## config.mk

```make
export PLATFORM = sky130hd
export DESIGN_NAME = imem_loader_flat
export DESIGN_NICKNAME = d
export VERILOG_FILES = /design/src/rtl/imem_loader_if.sv /design/src/rtl/imem_loader.sv /design/src/flat_wrapper.sv
export SDC_FILE = /design/constraint.sdc
export NUM_CORES = 1
export LEC_CHECK = 0
export CAP_MARGIN = 40
export CORE_ASPECT_RATIO = 0.75
export CORE_MARGIN = 3
export CORE_UTILIZATION = 25
export DETAILED_ROUTE_END_ITERATION = 10
export SETUP_SLACK_MARGIN = 0.3
export SYNTH_ARGS = -nofsm -noshare
export SYNTH_HDL_FRONTEND = slang
export SYNTH_SLANG_ARGS = --single-unit
```

## constraint.sdc

```tcl
create_clock -name clk -period 2.8 [get_ports clk]
set_input_delay 0.84 -clock clk [delete_from_list [all_inputs] [get_ports clk]]
set_output_delay 0.84 -clock clk [all_outputs]
set_load 0.01 [all_outputs]
```

## src/rtl/imem_loader_if.sv

```systemverilog
// Byte-stream input and instruction-memory write bus of the boot loader.
// The slave modport is the loader's view; master is the source/memory side.
interface imem_loader_if;
  logic        in_valid;
  logic [7:0]  in_data;
  logic        in_ready;
  logic        wr_en;
  logic [63:0] wr_addr;
  logic [31:0] wr_data;

  modport slave (
    input  in_valid, in_data,
    output in_ready, wr_en, wr_addr, wr_data
  );

  modport master (
    output in_valid, in_data,
    input  in_ready, wr_en, wr_addr, wr_data
  );
endinterface

```

## src/rtl/imem_loader.sv

```systemverilog
// Boot-time instruction-memory loader: packs a little-endian byte stream into
// 32-bit words, writes them to consecutive word addresses and stalls the core.
module imem_loader #(
  parameter logic [63:0] BASE_ADDR = 64'h0,
  parameter int          MAX_WORDS = 256
) (
  input  logic          clk,
  input  logic          rst_n,
  input  logic          i_start,
  input  logic [15:0]   i_len_words,
  imem_loader_if.slave  bus,
  output logic          o_cpu_hold,
  output logic          o_busy,
  output logic          o_done,
  output logic          o_err
);

  typedef enum logic [2:0] {S_IDLE, S_RECV, S_WRITE, S_DONE, S_ERR} state_t;

  localparam logic [16:0] MAX_W = 17'(MAX_WORDS);

  state_t       r_state, w_state_nx;
  logic [1:0]   r_byte_cnt;
  logic [23:0]  r_word;
  logic [15:0]  r_word_idx;
  logic [15:0]  r_len;

  logic         r_in_ready, r_wr_en, r_cpu_hold, r_busy, r_done, r_err;
  logic [63:0]  r_wr_addr;
  logic [31:0]  r_wr_data;

  logic         w_in_ready, w_wr_en, w_cpu_hold, w_busy, w_done, w_err;
  logic [63:0]  w_wr_addr;
  logic [31:0]  w_wr_data;
  logic         w_accept, w_len_ok;

  assign w_accept = bus.in_valid && r_in_ready;
  assign w_len_ok = (i_len_words != 16'd0) && ({1'b0, i_len_words} <= MAX_W);

  // NOTE: sequential state uses non-blocking (<=) so every register samples
  // pre-edge values; blocking here would create order-dependent simulation.
  always_ff @(posedge clk or negedge rst_n) begin
    if (!rst_n) r_state <= S_IDLE;
    else        r_state <= w_state_nx;
  end

  // NOTE: every combinational output gets a default first, so no path through
  // the case leaves it unassigned and no latch is inferred.
  always_comb begin
    w_state_nx = r_state;
    case (r_state)
      S_IDLE, S_DONE, S_ERR:
        if (i_start) w_state_nx = w_len_ok ? S_RECV : S_ERR;
      S_RECV:
        if (w_accept && r_byte_cnt == 2'd3) w_state_nx = S_WRITE;
      S_WRITE:
        w_state_nx = (r_word_idx + 16'd1 == r_len) ? S_DONE : S_RECV;
      default:
        w_state_nx = S_IDLE;
    endcase
  end

  // Outputs are decoded from the next state and then registered, so each one
  // changes on the same edge as the state it belongs to.
  always_comb begin
    w_in_ready = (w_state_nx == S_RECV);
    w_wr_en    = (w_state_nx == S_WRITE);
    w_busy     = (w_state_nx == S_RECV) || (w_state_nx == S_WRITE);
    w_done     = (w_state_nx == S_DONE);
    w_err      = (w_state_nx == S_ERR);
    w_cpu_hold = (w_state_nx != S_DONE);
    w_wr_addr  = r_wr_addr;
    w_wr_data  = r_wr_data;
    if (r_state == S_RECV && w_state_nx == S_WRITE) begin
      w_wr_addr = BASE_ADDR + {46'd0, r_word_idx, 2'b00};
      w_wr_data = {bus.in_data, r_word};
    end
  end

  always_ff @(posedge clk or negedge rst_n) begin
    if (!rst_n) begin
      r_in_ready <= 1'b0;
      r_wr_en    <= 1'b0;
      r_wr_addr  <= '0;
      r_wr_data  <= '0;
      r_cpu_hold <= 1'b1;
      r_busy     <= 1'b0;
      r_done     <= 1'b0;
      r_err      <= 1'b0;
    end else begin
      r_in_ready <= w_in_ready;
      r_wr_en    <= w_wr_en;
      r_wr_addr  <= w_wr_addr;
      r_wr_data  <= w_wr_data;
      r_cpu_hold <= w_cpu_hold;
      r_busy     <= w_busy;
      r_done     <= w_done;
      r_err      <= w_err;
    end
  end

  // Byte 3 is never stored: it goes straight into the write word above.
  always_ff @(posedge clk or negedge rst_n) begin
    if (!rst_n) begin
      r_byte_cnt <= 2'd0;
      r_word     <= '0;
      r_word_idx <= '0;
      r_len      <= '0;
    end else begin
      case (r_state)
        S_IDLE, S_DONE, S_ERR:
          if (i_start && w_len_ok) begin
            r_len      <= i_len_words;
            r_byte_cnt <= 2'd0;
            r_word_idx <= '0;
          end
        S_RECV:
          if (w_accept) begin
            case (r_byte_cnt)
              2'd0:    r_word[7:0]   <= bus.in_data;
              2'd1:    r_word[15:8]  <= bus.in_data;
              2'd2:    r_word[23:16] <= bus.in_data;
              default: ;
            endcase
            r_byte_cnt <= r_byte_cnt + 2'd1;
          end
        S_WRITE:
          r_word_idx <= r_word_idx + 16'd1;
        default: ;
      endcase
    end
  end

  assign bus.in_ready = r_in_ready;
  assign bus.wr_en    = r_wr_en;
  assign bus.wr_addr  = r_wr_addr;
  assign bus.wr_data  = r_wr_data;
  assign o_cpu_hold   = r_cpu_hold;
  assign o_busy       = r_busy;
  assign o_done       = r_done;
  assign o_err        = r_err;

endmodule

```

## src/flat_wrapper.sv

```systemverilog
// flat-port wrapper written by rule: the top's interface ports become plain ports
module imem_loader_flat 
#(
  parameter logic [63:0] BASE_ADDR = 64'h0,
  parameter int          MAX_WORDS = 256
)
  (clk, rst_n, i_start, i_len_words, o_cpu_hold, o_busy, o_done, o_err, bus_in_valid, bus_in_data, bus_in_ready, bus_wr_en, bus_wr_addr, bus_wr_data);
  imem_loader_if bus_i ();
  input  logic clk;
  input  logic rst_n;
  input  logic i_start;
  input  logic [15:0] i_len_words;
  output logic o_cpu_hold;
  output logic o_busy;
  output logic o_done;
  output logic o_err;
  input wire logic [$bits(bus_i.in_valid)-1:0] bus_in_valid;
  input wire logic [$bits(bus_i.in_data)-1:0] bus_in_data;
  output wire logic [$bits(bus_i.in_ready)-1:0] bus_in_ready;
  output wire logic [$bits(bus_i.wr_en)-1:0] bus_wr_en;
  output wire logic [$bits(bus_i.wr_addr)-1:0] bus_wr_addr;
  output wire logic [$bits(bus_i.wr_data)-1:0] bus_wr_data;
  assign bus_i.in_valid = bus_in_valid;
  assign bus_i.in_data = bus_in_data;
  assign bus_in_ready = bus_i.in_ready;
  assign bus_wr_en = bus_i.wr_en;
  assign bus_wr_addr = bus_i.wr_addr;
  assign bus_wr_data = bus_i.wr_data;
  imem_loader #(.BASE_ADDR(BASE_ADDR), .MAX_WORDS(MAX_WORDS)) u_core (.clk(clk), .rst_n(rst_n), .i_start(i_start), .i_len_words(i_len_words), .bus(bus_i), .o_cpu_hold(o_cpu_hold), .o_busy(o_busy), .o_done(o_done), .o_err(o_err));
endmodule
```

# Word level (Yosys, flattened, before mapping)
# Cells that the tools add are included.
# W data, S select, Z words.
[word_totals] reg_bits=115 input_bits=28 out_inout_bits=102 word_cells=61
[classes] n_addsub=2 n_lt_le_gt_ge=1 eq_ne=15 muxes=10 n_reduce_logical=18
[op_table] cell="$pmux W16 S2" count=1
[op_table] cell="$add A16 B1 Y16 const B" count=1
[op_table] cell="$eq A16 B16 Y1" count=1
[op_table] cell="$le A16 B9 Y1 const B" count=1
[op_table] cell="$mux W16" count=1
[op_table] cell="$reduce_bool A16 Y1" count=1
[op_table] cell="$eq A3 B2 Y1 const B" count=4
[op_table] cell="$reduce_and A3 Y1" count=4
[op_table] cell="$mux W3" count=3
[op_table] cell="$pmux W3 S3" count=1
[op_table] cell="$eq A3 B1 Y1 const B" count=2
[op_table] cell="$eq A3 B3 Y1 const B" count=2
[op_table] cell="$mux W2" count=3
[op_table] cell="$logic_and A1 B1 Y1" count=5
[op_table] cell="$eq A2 B2 Y1 const B" count=2
[op_table] cell="$ne A2 B1 Y1 const B" count=2
[op_table] cell="$pmux W2 S2" count=1
[op_table] cell="$reduce_and A2 Y1" count=2
[op_table] cell="$reduce_bool A2 Y1" count=2
[op_table] cell="$logic_not A3 Y1" count=1
[op_table] cell="$ne A3 B2 Y1 const B" count=1
[op_table] cell="$reduce_or A3 Y1" count=1
[op_table] cell="$add A2 B1 Y2 const B" count=1
[op_table] cell="$eq A2 B1 Y1 const B" count=1
[op_table] cell="2 further kinds" count=2

# Logic depth before layout (Yosys ltp)
[depth] ltp_word=7 ltp_mapped=8 mapped_depth_nobuf=7

# Worst setup path before layout
# OpenSTA, ideal clock, no wires.
[synth_path] path_kind="input to register" from="input i_len_words[1]" to="register u_core.r_word_idx[15]" setup_ns=0.132 arrival_time_ns=2.440 required_ns=2.668 path_slack_ns=0.228 stages=7 path_buffers=1 cell_sequence="nor4_1 > a21boi_1 > or4_1 > and2_1 > clkbuf_1 > o21ai_0 > o31ai_1"
[synth_between] elab_chain_len=5 word_cells_on_any_way=6 classes_between="order compare (1); eq/ne (1); reduce/logical (4)"
[synth_rtl] item="from (decl)" line_no="flat_wrapper.sv:12" text="input logic [15:0] i_len_words;"
[synth_rtl] item="$le A16 B9 Y1 / $reduce_bool A16 Y1 (equally long branches)" line_no="imem_loader.sv:38" text="assign w_len_ok = (i_len_words != 16'd0) && ({1'b0, i_len_words} <= MAX_W);"
[synth_rtl] item="$logic_and A1 B1 Y1 *" line_no="imem_loader.sv:38"
[synth_rtl] item="$logic_and A1 B1 Y1 *" line_no="imem_loader.sv:112" text="if (i_start && w_len_ok) begin"
[synth_rtl] item="$ne A2 B1 Y1 (no line) *"
[synth_rtl] item="$reduce_and A2 Y1 (no line) *"
[synth_rtl] item="to (signal assigned)" line_no="imem_loader.sv:128" text="r_word_idx <= r_word_idx + 16'd1;"
[synth_rtl] item="to (decl)" line_no="imem_loader.sv:25" text="logic [15:0] r_word_idx;"
# Every way passes the cells marked *; elsewhere a longest branch is shown, timed or not.
# A chain may end at the register's enable or synchronous reset.

# Worst setup path after layout
[layout_path] from="input i_len_words[10]" to="register u_core.r_word_idx[5]"
# Same word-level chain as after synthesis.

==> results by group <==
GRT
  • Vias in the first global route: 3545
  • Largest net degree at the start of global routing: 48
  • Antenna violations before repair: 0
  • Most Used Layer, Global Route: met1
  • First-pass GRT wire length: 20600 microns
  • Gr usage total: 11.3%
  • M2 GR Usage: 14.9%
  • GR Util met3: 4.10%
  • Met1 Resource Use GR: approximately 17%
  • Congestion Overflow GR: 0

Clocking
  • Clk root buf: clkbuf_16
  • Max clock buf depth: 2
  • CTS tree: built
  • H-tree levels: 4
  • Hold Buf Count CTS: 0
  • Clk slew on worst S/H paths: 0.05 ns
  • Num CTS Buffers: 17
  • Clk_lat worst skew: 0.42 ns
  • Clock Sinks: 115

Power
  • Max VDD drop: around 330 uV
  • Power density over the cells: just under 600 nW/um^2
  • Leakage: 3.44 nW

Timing
  • Clk_skew: ~0.0097 ns
  • Worst-Margin Slew: about 0.5 ns
  • FMAX: ~410 MHz
  • Final hold violation count: 0
  • Hold Slack: between 0.3 and 0.4 ns
  • Final period util: approximately 87%
  • Fin. max-slew vios: 0
  • Setup TNS: 0 ns
  • Final min period: between 2 and 2.5 ns
  • Unrepaired setup endpoints after global routing: yes
  • Final setup fails: 0
  • Relative slew margins: 66.7%

Floorplan
  • I/O pin count: 130
  • Num rows: 46
  • Die X: 178 microns
  • DIE HEIGHT: 135 microns
  • Core ar.: roughly 21000 sq um
  • Die area: around 24000 sq um
  • Initial Util: 25.8%

Critical path
  • Crit path cell chain: clkdlybuf4s50_1 > nor4b_4 > nand2_2 > or4_4 > and2_4 > o21ai_1 > o21ai_0
  • R2R Setup Slk: 0.41 ns
  • Worst r2r src: u_core.r_word_idx[8]
  • WP data arrival: 2.72 ns
  • Crit path required time: slightly above 3 ns
  • Worst r2r dst: u_core.bus.in_ready
  • R2R depth: 6
  • Setup crit start kind: primary input
  • CP max FO: 7
  • CP endpoint kind: flop
  • Slowest cell on crit path: or4_4
  • Setup Crit Path Kind: primary input to flop
  • Crit path from: i_len_words[10]
  • Slowest stage delay, CP: just under 0.6 ns

Flow run
  • Maximum capacitance violations: 0

Synth
  • Synthesis Warnings: 0
  • Number of flops mapped to enable cells by yosys: 0
  • Synthesis-stage register bit count: 115
  • Distinct cells, synth: 54
  • Synthesized area per cell: 11.9 sq um
  • Post-Syn Instances: 467
  • Post-synth top flop: dfrtp_1
  • Syn Std Cell Area: 5540 sq um
  • Sequential area share after synthesis: 52.0%
  • Synth async-reset ratio: 100%

Placement
  • HPWL after DPL: 9200 microns
  • DP Area: 6690 sq um
  • GPL Wtd Cong: 0.785
  • PortBufs: 81

Drt
  • WL per Instance: 14.8 microns
  • Vias/cell: 4.22
  • Number of vias in the routed layout: 3691
  • DRC Markers: 0
  • DRT Wirelength: about 13000 microns
  • Routed Antenna Nets: 0
  • Iter 0 DRT Violations: 212
  • Drt pass-1 iters: 4

Cells and area
  • Commonest non-fill, non-tap cell in the layout: dfrtp_1
  • Fraction of layout cells with a size suffix above 1: 28.7%
  • Filler Cells Inserted: 2123
  • Most frequent cells in the layout: 112 x dfrtp_1, 82 x mux2_2, 71 x clkdlybuf4s50_1, 48 x conb_1, 28 x buf_4
  • Design Area, Final: around 7400 sq um
  • Area Growth Syn to Fin: 33.1%
  • Fin nets: 606
  • Inserted Diodes: 0

Min path
  • Worst hold path class: primary input to async pin

Status
  • Status: finished, final reports clean
## final cells by class
cell class,count,area (sq um),area share (%)
inverter,4,15.0,0.204
multi-input combinational,323,2440,33.2
clock buffer,19,443,6.01
sequential,115,2880,39.1
tap,288,360,4.89
clock inverter,13,135,1.83
timing repair buffer,112,1090,14.8
## how the worst max path moves through the flow
stage                                  endpoint  slack, ns  depth (start not counted)
after floorplan           u_core.r_word_idx[15]       0.31                          7
after global placement    u_core.r_word_idx[10]      -0.33                          8
after detailed placement   u_core.r_word_idx[6]      -0.35                          8
after CTS                 u_core.r_word_idx[11]       0.30                          8
after global routing       u_core.r_word_idx[7]       0.28                          7
final                      u_core.r_word_idx[5]       0.36                          7
## Yosys cell counts (2+ instances only)
cell | count | area share [%]
buf_4 | 53 | 7.2
xnor2_1 | 13 | 2.1
and2_1 | 9 | 1.0
nand3_1 | 14 | 1.3
nor2_1 | 20 | 1.4
a21oi_1 | 6 | 0.54
inv_1 | 4 | 0.27
o31ai_1 | 3 | 0.41
and3_1 | 6 | 0.68
o21ai_0 | 27 | 2.4
dfrtp_1 | 114 | 52
ha_1 | 5 | 1.1
nand4_1 | 4 | 0.45
nor2b_1 | 6 | 0.68
buf_2 | 4 | 0.36
nor4_2 | 2 | 0.45
a21o_1 | 2 | 0.27
xor2_1 | 7 | 1.1
nor4b_1 | 5 | 0.79
a31oi_1 | 2 | 0.23
mux2_2 | 82 | 17
nand2_1 | 21 | 1.4
clkbuf_1 | 15 | 1.0
nor4_1 | 7 | 0.79
nor3_1 | 7 | 0.63
## registers in the layout, summed over array words and instances (netlist names)
register,flops
u_core.o_done,1
u_core.bus.wr_data,32
u_core.bus.in_ready,1
u_core.bus.wr_en,1
u_core.r_byte_cnt,2
u_core.r_len,16
u_core.bus.wr_addr,16
u_core.r_word_idx,16
u_core.o_busy,1
u_core.r_word,24
u_core.r_state,3
u_core.o_cpu_hold,1
u_core.o_err,1
## worst max-delay path: cells and delay by family
kind | cells | cell delay, ns
compound gates | 2 | 0.24
simple gates | 4 | 1.21
buf+inv | 1 | 0.44
## power breakdown
group | switching [mW] | total, mW | internal [mW] | leakage, nW
clock network | 0.790 | 2.12 | 1.33 | 0.271
logic | 0.285 | 0.491 | 0.206 | 1.64
registers | 0.0623 | 1.76 | 1.70 | 1.53
total | 1.14 | 4.37 | 3.23 | 3.44
## cell families after synthesis
group	after synthesis	synth area share, %
AOI/OAI and AO/OA	52	5.83
xor gates and xnor gates	21	3.59
adders and majority gates	5	1.13
buffers and inverters	77	8.93
DFF	115	52.0
muxes	83	16.9
other	1	0.0677
and+or+nand+nor	113	11.6
## stage by stage
stage          utilization [%]  setup slack (ns)  instances  total power [mW]
6_report                  34.3             0.364        874              4.37
4_1_cts                   34.0             0.298        874              4.39
5_1_grt                   34.3             0.284        874              4.55
3_3_place_gp              31.2            -0.333        841              2.26
3_5_place_dp              31.2            -0.353        841              2.26
2_1_floorplan                -             0.310        514              2.11
## timing repair
action                     in CTS  in global routing
gates cloned                    1                  0
gates resized for setup        23                 18
pin swaps                       3                  5
hold endpoints to repair        0                  0
setup endpoints to repair      26                 27
buffers inserted                0                  0
## routing by layer
layer | wire, microns | vias to the layer above
met3 | 819 | 10
li1 | - | 1778
met2 | 5470 | 93
met1 | 6540 | 1810
met4 | 133 | 0
met5 | 0 | -
Power figures use the tool's default switching activity.
